===== config.mk =====
export PLATFORM = sky130hd
export DESIGN_NAME = tx_uart_bridge
export DESIGN_NICKNAME = d
export VERILOG_FILES = /design/src/rtl/tx_bridge_pkg.sv /design/src/rtl/tx_char_fifo.sv /design/src/rtl/tx_uart_bridge.sv
export SDC_FILE = /design/constraint.sdc
export NUM_CORES = 1
export LEC_CHECK = 0
export CORE_MARGIN = 3
export CORE_UTILIZATION = 50
export CTS_CLUSTER_DIAMETER = 100
export DETAILED_ROUTE_END_ITERATION = 8
export GPL_TIMING_DRIVEN = 0
export MAX_ROUTING_LAYER = met4
export PLACE_DENSITY_LB_ADDON = 0.05
export SLEW_MARGIN = 5
export SYNTH_ARGS = -nofsm -noshare
export SYNTH_HDL_FRONTEND = slang
export SYNTH_SLANG_ARGS = --single-unit

===== constraint.sdc =====
create_clock -name clk -period 2.8 [get_ports clk]
set_clock_uncertainty 0.1 [all_clocks]
set_input_delay 0.42 -clock clk [delete_from_list [all_inputs] [get_ports clk]]
set_output_delay 0.42 -clock clk [all_outputs]
set_load 0.02 [all_outputs]

===== src/rtl/tx_bridge_pkg.sv =====
// Shared constants and state encodings for the cpu-tx to UART bridge.
package tx_bridge_pkg;

  localparam logic [6:0] TX_OPEN  = 7'h00;
  localparam logic [6:0] TX_CLOSE = 7'h7F;
  localparam logic [7:0] TX_LF    = 8'h0A;

  typedef enum logic {
    DET_IDLE     = 1'b0,
    DET_IN_FRAME = 1'b1
  } det_state_t;

  typedef enum logic [1:0] {
    SER_IDLE  = 2'd0,
    SER_START = 2'd1,
    SER_DATA  = 2'd2,
    SER_STOP  = 2'd3
  } ser_state_t;

endpackage


===== src/rtl/tx_char_fifo.sv =====
// Character FIFO with an extra pointer bit to tell full from empty.
// A push while full is only accepted when a pop happens in the same cycle.
module tx_char_fifo #(
  parameter int WIDTH = 8,
  parameter int DEPTH = 16
) (
  input  logic             clk,
  input  logic             reset,
  input  logic             push,
  input  logic             pop,
  input  logic [WIDTH-1:0] wdata,
  output logic [WIDTH-1:0] rdata,
  output logic             full,
  output logic             empty
);

  localparam int AW = $clog2(DEPTH);
  localparam logic [AW:0] PTR_ONE = (AW+1)'(1'b1);

  logic [WIDTH-1:0] mem_r [DEPTH];
  logic [AW:0]      wr_ptr_r;
  logic [AW:0]      rd_ptr_r;
  logic             wr_en_s;
  logic             rd_en_s;

  assign full    = (wr_ptr_r[AW] != rd_ptr_r[AW]) && (wr_ptr_r[AW-1:0] == rd_ptr_r[AW-1:0]);
  assign empty   = (wr_ptr_r == rd_ptr_r);
  assign wr_en_s = push && (!full || pop);
  assign rd_en_s = pop && !empty;
  assign rdata   = mem_r[rd_ptr_r[AW-1:0]];

  // Pointer update; both wrap naturally through the extra MSB.
  always_ff @(posedge clk) begin
    if (reset) begin
      wr_ptr_r <= '0;
      rd_ptr_r <= '0;
    end else begin
      if (wr_en_s) wr_ptr_r <= wr_ptr_r + PTR_ONE;
      if (rd_en_s) rd_ptr_r <= rd_ptr_r + PTR_ONE;
    end
  end

  // Storage write; contents need no reset since the pointers gate reads.
  always_ff @(posedge clk) begin
    if (wr_en_s) mem_r[wr_ptr_r[AW-1:0]] <= wdata;
  end

endmodule


===== src/rtl/tx_uart_bridge.sv =====
// Frames cpu tx characters (0x00 open, 0x7F close) into a FIFO and drains it as 8N1 UART.
// Optional TX_BRIDGE_EOL_LF_EN: a close marker also enqueues a line feed.
module tx_uart_bridge
  import tx_bridge_pkg::*;
#(
  parameter int CLKS_PER_BIT = 16,
  parameter int FIFO_DEPTH   = 16
) (
  input  logic       clk,
  input  logic       reset,
  input  logic [6:0] tx_in,
  output logic       uart_txd,
  output logic       busy,
  output logic       frame_done,
  output logic       overflow
);

  localparam int TW = (CLKS_PER_BIT > 2) ? $clog2(CLKS_PER_BIT) : 1;
  localparam logic [TW-1:0] TIMER_LAST = TW'(CLKS_PER_BIT - 1);
  localparam logic [TW-1:0] TIMER_ONE  = TW'(1'b1);

  det_state_t    det_state_r;
  ser_state_t    ser_state_r;
  logic          frame_done_r;
  logic          overflow_r;
  logic          uart_txd_r;
  logic          busy_r;
  logic [TW-1:0] timer_r;
  logic [2:0]    bit_idx_r;
  logic [7:0]    shift_r;

  logic          push_s;
  logic [7:0]    push_data_s;
  logic          close_s;
  logic          pop_s;
  logic          line_s;
  logic          fifo_full_s;
  logic          fifo_empty_s;
  logic [7:0]    fifo_rdata_s;

  tx_char_fifo #(
    .WIDTH (8),
    .DEPTH (FIFO_DEPTH)
  ) u_fifo (
    .clk   (clk),
    .reset (reset),
    .push  (push_s),
    .pop   (pop_s),
    .wdata (push_data_s),
    .rdata (fifo_rdata_s),
    .full  (fifo_full_s),
    .empty (fifo_empty_s)
  );

  // Marker decode: the push must land in the same cycle the character is seen.
  always_comb begin
    push_s      = 1'b0;
    push_data_s = {1'b0, tx_in};
    close_s     = 1'b0;
    case (det_state_r)
      DET_IDLE: begin
        push_s = 1'b0;
      end
      DET_IN_FRAME: begin
        if (tx_in == TX_CLOSE) begin
          close_s = 1'b1;
`ifdef TX_BRIDGE_EOL_LF_EN
          push_s      = 1'b1;
          push_data_s = TX_LF;
`endif
        end else if (tx_in == TX_OPEN) begin
          push_s = 1'b0;
        end else begin
          push_s = 1'b1;
        end
      end
      default: begin
        push_s = 1'b0;
      end
    endcase
  end

  // Frame detector state, end-of-frame pulse and sticky overflow.
  always_ff @(posedge clk) begin
    if (reset) begin
      det_state_r  <= DET_IDLE;
      frame_done_r <= 1'b0;
      overflow_r   <= 1'b0;
    end else begin
      frame_done_r <= close_s;
      if (push_s && fifo_full_s && !pop_s) overflow_r <= 1'b1;
      case (det_state_r)
        DET_IDLE:     det_state_r <= (tx_in == TX_OPEN) ? DET_IN_FRAME : DET_IDLE;
        DET_IN_FRAME: det_state_r <= close_s ? DET_IDLE : DET_IN_FRAME;
        default:      det_state_r <= DET_IDLE;
      endcase
    end
  end

  // Pop when idle or at the last stop-bit cycle, so characters chain with no gap.
  always_comb begin
    pop_s = 1'b0;
    if (!fifo_empty_s && ((ser_state_r == SER_IDLE) ||
        ((ser_state_r == SER_STOP) && (timer_r == TIMER_LAST)))) begin
      pop_s = 1'b1;
    end else begin
      pop_s = 1'b0;
    end
  end

  // Line level implied by the current serializer state.
  always_comb begin
    line_s = 1'b1;
    case (ser_state_r)
      SER_IDLE:  line_s = 1'b1;
      SER_START: line_s = 1'b0;
      SER_DATA:  line_s = shift_r[bit_idx_r];
      SER_STOP:  line_s = 1'b1;
      default:   line_s = 1'b1;
    endcase
  end

  // Serializer FSM; the line and busy are registered one cycle behind the state.
  always_ff @(posedge clk) begin
    if (reset) begin
      ser_state_r <= SER_IDLE;
      timer_r     <= '0;
      bit_idx_r   <= 3'd0;
      shift_r     <= 8'h00;
      uart_txd_r  <= 1'b1;
      busy_r      <= 1'b0;
    end else begin
      uart_txd_r <= line_s;
      busy_r     <= !fifo_empty_s || (ser_state_r != SER_IDLE);
      case (ser_state_r)
        SER_IDLE: begin
          timer_r <= '0;
          if (pop_s) begin
            shift_r     <= fifo_rdata_s;
            ser_state_r <= SER_START;
          end
        end
        SER_START: begin
          if (timer_r == TIMER_LAST) begin
            timer_r     <= '0;
            bit_idx_r   <= 3'd0;
            ser_state_r <= SER_DATA;
          end else begin
            timer_r <= timer_r + TIMER_ONE;
          end
        end
        SER_DATA: begin
          if (timer_r == TIMER_LAST) begin
            timer_r <= '0;
            if (bit_idx_r == 3'd7) ser_state_r <= SER_STOP;
            else                   bit_idx_r   <= bit_idx_r + 3'd1;
          end else begin
            timer_r <= timer_r + TIMER_ONE;
          end
        end
        SER_STOP: begin
          if (timer_r == TIMER_LAST) begin
            timer_r <= '0;
            if (pop_s) begin
              shift_r     <= fifo_rdata_s;
              ser_state_r <= SER_START;
            end else begin
              ser_state_r <= SER_IDLE;
            end
          end else begin
            timer_r <= timer_r + TIMER_ONE;
          end
        end
        default: begin
          ser_state_r <= SER_IDLE;
          timer_r     <= '0;
        end
      endcase
    end
  end

  assign uart_txd   = uart_txd_r;
  assign busy       = busy_r;
  assign frame_done = frame_done_r;
  assign overflow   = overflow_r;

endmodule

==> qor.txt <==
Row Count: 39
post-synthesis mux area share: 12.8%
drt pass-1 iters: 4
Clock Power Share: 42.9%
HP Start: timer_r[0]
GRT Resource Usage Total: 19.9%
Worst setup startpoint: tx_in[6]
final worst-path cycle share: 95.0%
commonest non-fill, non-tap cells in the layout: 112 x edfxtp_1, 35 x dfxtp_1, 29 x mux4_2
Num CTS Buffers: 17
syn_nets: 387
Routed met3 length: 579 µm
Post-synth ARST share: 0%
worst skew pair latency: 0.42 ns
register area share after synthesis: 67.3%
Net Sw Frac: 23.1%
clock root buffer: clkbuf_16
Starting Density: 52.0%
DRC viols: 0
core area: 11600 µm²
Seq cells post-synth: 147
Max IR drop VDD: 0.468 mV
largest net degree at the start of global routing: 19
placed instance count: 520
Gate power share: 10.5%
Worst Slack Setup Final: 0.140 ns
final wirelength: 11.6 mm
post-route antenna net violation count: 0
DRT iter0 DRCs: 270
post-layout util: 60.1%
Max-Cap Viols: 0
initial antenna violation count: 0
startpoint types: input pin
vias per inst: 5.82
RSZ-0062 raised after global routing: no
main combinational cell family by area after synthesis: multiplexers
Sequential Power Share: 46.6%
Syn Area/Cell: 16.5 µm²
CTS tree: done
most common flop cell mapped by yosys: edfxtp_1
Non-Filler Instances: 552
simple-gate share of the synthesized area: 8.73%
Diodes inserted: 0
hold slack: 0.352 ns
Synth Area in XOR/XNOR: 1.72%
IO Pins: 13
outcome: completed
Required @ worst endpoint: 2.77 ns
Hold Buf Count CTS: 0
Nets: 419
total negative slack: 0 ns
library cells used by synthesis: 52
Placed Area: 6330 µm²
Synth Area in Adders: 2.70%
CP Max Fanout: 18
share of layout cells above drive strength 1: 21.8%
total power: 5.25 mW
routed wl met2: 5.57 mm
Leak: 2.42 nW
RePlAce Congestion: 0.769
number of global-route vias before repair: 3312
Syn-to-layout area delta: 15.6%
HPWL Detailed: 7.75 mm
crit end category: flip-flop
die height: 116 µm
H-tree levels: 4
Fmax: 376 MHz
Netlist Area Pre-Place: 6030 µm²
Max-slew headroom: 53.9%
Via Count: 3211
pwr/cell area: 752 nW/µm²
Reg-to-Reg Start: u_fifo.wr_ptr_r[4]
Post-synth EDFFs: 112
post-synthesis cell count: 365
wire per inst: 21.1 µm
die area: 13400 µm²
Die W: 116 µm
Yosys warning count: 0
Setup violations, final: 0
Least-Margin Pin Slew: 0.687 ns
Clock Pin Slew Worst Setup and Hold Paths: 0.06 ns
pre-CTS WS: -1.05 ns
WL met1: 5.27 mm
post-route cell area: 6980 µm²
first-pass GRT wire length: 18.4 mm
IO Port Bufs: 12
Psw: 1.21 mW
Congestion Overflow GR: 0
Clock Path Buffers: 2
post-layout min period: 2.66 ns
max layer used: met4
setup slack, reg-to-reg: 0.24 ns
Hold Vio Cnt, Final: 0
Max Slew Vio Count: 0
WS Path Type: in -> reg
Synth Area in Compound Gates: 5.04%
clock sink count: 147
most common cell after layout, fill and taps aside: edfxtp_1
Arr. time, crit path: 2.63 ns
Internal: 4.03 mW
Hold Crit Class: reg -> reg
metal layers:
metal,vias to the layer above,global-route usage [%]
met1,1639,26.8
li1,1496,-
met3,14,5.17
met4,0,6.65
met5,-,-
met2,62,29.7
path summary, 6_finish.rpt:
kind / cells after the start / endpoint
min: 1 / timer_r[0]
max reg2reg: 4 / u_fifo.mem_r[7][0]
min reg2reg: 1 / timer_r[0]
max: 5 / u_fifo.mem_r[7][0]
repair_timing:
action                     in CTS  in global routing
buffers inserted                1                  0
setup endpoints to repair      42                 84
pin swaps                       1                  0
gates resized for setup         6                  5
gates cloned                    0                  0
power groups by stage:
stage | Combinational, mW | Clock (mW) | Sequential, mW
2_1_floorplan | 0.380 | 0 | 2.50
3_3_place_gp | 0.546 | 0 | 2.49
3_5_place_dp | 0.555 | 0 | 2.49
4_1_cts | 0.559 | 2.29 | 2.45
5_1_grt | 0.611 | 2.39 | 2.46
6_report | 0.552 | 2.25 | 2.45
area by class of cell:
| class | count | area, µm² |
|---|---|---|
| Fill cell | 890 | 4640 |
| Sequential cell | 147 | 4060 |
| Multi-Input combinational cell | 198 | 1890 |
| Clock buffer | 17 | 425 |
| Tap cell | 143 | 179 |
| Clock inverter | 14 | 163 |
| Timing Repair Buffer | 13 | 151 |
| Buffer | 15 | 83.8 |
| Inverter | 5 | 18.8 |
kinds of logic (layout without fill, tap and decap cells):
| kind of cell | Yosys count | after routing |
|---|---|---|
| multiplexers | 39 | 39 |
| buffers and inverters | 20 | 64 |
| XOR/XNOR | 11 | 11 |
| adder cells (fa/ha/maj) | 13 | 13 |
| AND/OR/NAND/NOR | 93 | 93 |
| AO/OA/AOI/OAI | 42 | 42 |
| flip-flops | 147 | 147 |
Yosys cell counts (all sizes together) (6+ instances only):
cell | number | area share (%)
nand2 | 16 | 1.0
nand3 | 8 | 0.66
a22oi | 12 | 1.5
xnor2 | 6 | 0.87
and3 | 16 | 1.8
a21oi | 10 | 0.95
nor2b | 9 | 1.1
nor2 | 21 | 1.3
buf | 12 | 1.2
mux4 | 29 | 11
ha | 13 | 2.7
dfxtp | 35 | 12
a22o | 7 | 1.0
edfxtp | 112 | 56
worst max-delay path, cell delays in order:
cell	delay [ns]
clkdlybuf4s50_1	0.74
nand4_1	0.37
and2_1	0.19
nand4_1	0.37
nor2b_2	0.52
flip-flops by register name, summed over array words and instances (netlist names), named ones only:
signal / cells
bit_idx_r: 3
busy: 1
det_state_r: 1
frame_done: 1
overflow: 1
ser_state_r: 2
shift_r: 7
timer_r: 4
u_fifo.mem_r: 112
u_fifo.rd_ptr_r: 5
u_fifo.wr_ptr_r: 5
uart_txd: 1
Note: power is estimated with default switching activity, not from simulation.
==> edit: new RTL, same settings <==
`FIFO_DEPTH`: 16 -> 8.
--- a/src/rtl/tx_uart_bridge.sv
+++ b/src/rtl/tx_uart_bridge.sv
@@ -5,5 +5,5 @@
 #(
   parameter int CLKS_PER_BIT = 16,
-  parameter int FIFO_DEPTH   = 16
+  parameter int FIFO_DEPTH   = 8
 ) (
   input  logic       clk,
Behaviour: same outputs for any inputs over 10 cycles, from zero or initial values and one cycle with reset high; that may be too few to reach the edited logic, so the function may still have changed.
==> edit against the original RTL <==
  * Largest cell class unchanged
  * Cell area decreased by 40%
  * Highest routed layer unchanged
  * Hold slack about the same
  * Total power decreased by 43%
  * Maximum frequency decreased by 0.91%
  * Synthesized area decreased by 39%
  * Critical path depth increased by 1
  * Final cell count decreased by 32%
  * Setup slack got worse by 24 ps
  * Critical path type unchanged
  * Routed wire length decreased by 44%
  * Register-to-register slack got worse by 70 ps
  * Global-route usage decreased by 2.1 points
  * Sequential cell count decreased by 59
  * Non-clock buffer count decreased by 2
==> edit: results (changes against the original RTL) <==
[run_status]
status = finished, final reports clean

[run]
cap_violations = 0  ; unchanged

[clock_network]
cts.clk_slew.worst_paths_ps = 90  ; +30 ps
cts_inserted_buffers = 9  ; -8
root_buffer = clkbuf_8
worst_skew_pair.late_latency_ps = 350  ; -70 ps
h-tree-depth = 3  ; -1
post_cts_buffers = 0  ; -1
cts_resized = 1  ; -5
cts.path.max_buffers = 2  ; unchanged

[place]
placed_cells = 359  ; -31%
post-place-ws_ps = -600.7  ; +446.9 ps
routabilityCongestion = 0.7627  ; -0.82%
hpwl_um = 4532  ; -42%
post_dp_cell_area_um2 = 3974  ; -37%

[yosys]
netlist_top_cells_area = edfxtp_1 (46%), dfxtp_1 (17%), mux4_2 (9.2%)
synthArstFlopShare_pct = 0  ; unchanged
synth_adder_area_share_pct = 3.411  ; +0.72 points
synth-edff-count = 56  ; -50%
yosysUniqueCellTypes = 48  ; -7.7%
syn-num-nets = 266  ; -31%
synthTopCellsByCount = edfxtp_1 (56), dfxtp_1 (32), nor2_1 (29)
netlist_instances = 247  ; -32%
ys_seq_area_share_pct = 63.30  ; -4.0 points
synth_xor_xnor_area_share_pct = 2.149  ; +0.43 points
synth_compound_area_share_pct = 4.604  ; -0.43 points
synth.area.mux_share_pct = 13.78  ; +1.0 points

[setup_path]
regToRegEndpoint = u_fifo.mem_r[4][2]
critPathMaxFanout = 10  ; -8
slowest_delay_ps = 760  ; +20 ps
cp.arrival_ps = 2560  ; -70 ps
r2r_setup_slack_ps = 170  ; -70 ps
r2r_start = u_fifo.wr_ptr_r[0]
reg2regPathDepth = 6  ; +2
crit_start = tx_in[5]
slowest_stage = nor3_2

[cells_and_area]
final_cells = 375  ; -32%
layout-drive-gt1-share_pct = 20.79  ; -0.97 points
nets = 293  ; -30%
largest_reg_flops = 56  ; -50%

[min_path]
hold_class = reg2reg
whs_endpoint = timer_r[0]

[global_routing]
grt_pass1_wl_um = 10870  ; -41%
grt_max_degree = 17  ; -2
grtUsageTotal_pct = 17.78  ; -2.1 points
antenna_found_initial = 0  ; unchanged
grt_pass1_vias = 2081  ; -37%

[detailed_routing]
drt_iter0_drc = 94  ; -65%
vias = 2019  ; -37%
drt-total-wl_um = 6577  ; -44%

[timing]
hold_slack_ps = 352.2  ; -0.06400 ps
relSlewSlack_pct = 43.99  ; -9.9 points

[power]
peakVddDrop_mv = 0.3540  ; -24%
p_leak_nw = 1.367  ; -43%

==> edit: report_power, final <==
| group | switching [W] | internal [W] |
|---|---|---|
| combinational | 0.000301 | 0.000298 |
| sequential | 0.0000477 | 0.00146 |
| clock | 0.000466 | 0.000420 |
==> edit: logic make-up (layout without fill, tap and decap cells) <==
family | after synthesis | in the layout
XOR/XNOR | 9 | 9
flip-flops | 88 | 88
adder cells (fa/ha/maj) | 10 | 10
multiplexers | 31 | 31
AO/OA/AOI/OAI | 24 | 24
buffers and inverters | 14 | 46
AND/OR/NAND/NOR | 71 | 71
==> edit: how the worst max path moves through the flow <==
stage                          to  slack, ps  cells after the start
6_report       u_fifo.mem_r[4][2]        120                      6
4_1_cts        u_fifo.mem_r[4][2]        150                      6
2_1_floorplan  u_fifo.mem_r[2][0]        300                      6
5_1_grt        u_fifo.mem_r[4][6]        -40                      6
3_5_place_dp   u_fifo.mem_r[6][6]       -600                      6
3_3_place_gp   u_fifo.mem_r[2][6]      -1000                      6
==> edit: layer usage <==
metal / track usage (%) / up-vias / routed length (um)
li1: - / 999 / -
met1: 24.75 / 987 / 3258
met2: 25.32 / 24 / 3008
met3: 5.086 / 9 / 220
met4: 5.905 / 0 / 91
met5: - / - / 0
==> edit: final cells by class <==
| class | instances | area (um2) |
|---|---|---|
| Tap cell | 96 | 120.1 |
| Clock buffer | 9 | 123.9 |
| Multi-Input combinational cell | 145 | 1313 |
| Buffer | 10 | 58.81 |
| Inverter | 4 | 15.01 |
| Fill cell | 535 | 2761 |
| Sequential cell | 88 | 2322 |
| Clock inverter | 7 | 80.08 |
| Timing Repair Buffer | 16 | 150.1 |
==> edit: critical path: cells and delay by family <==
kind / cells / cell delay [ps]
buffers and inverters: 1 / 660
AND/OR/NAND/NOR: 5 / 1480
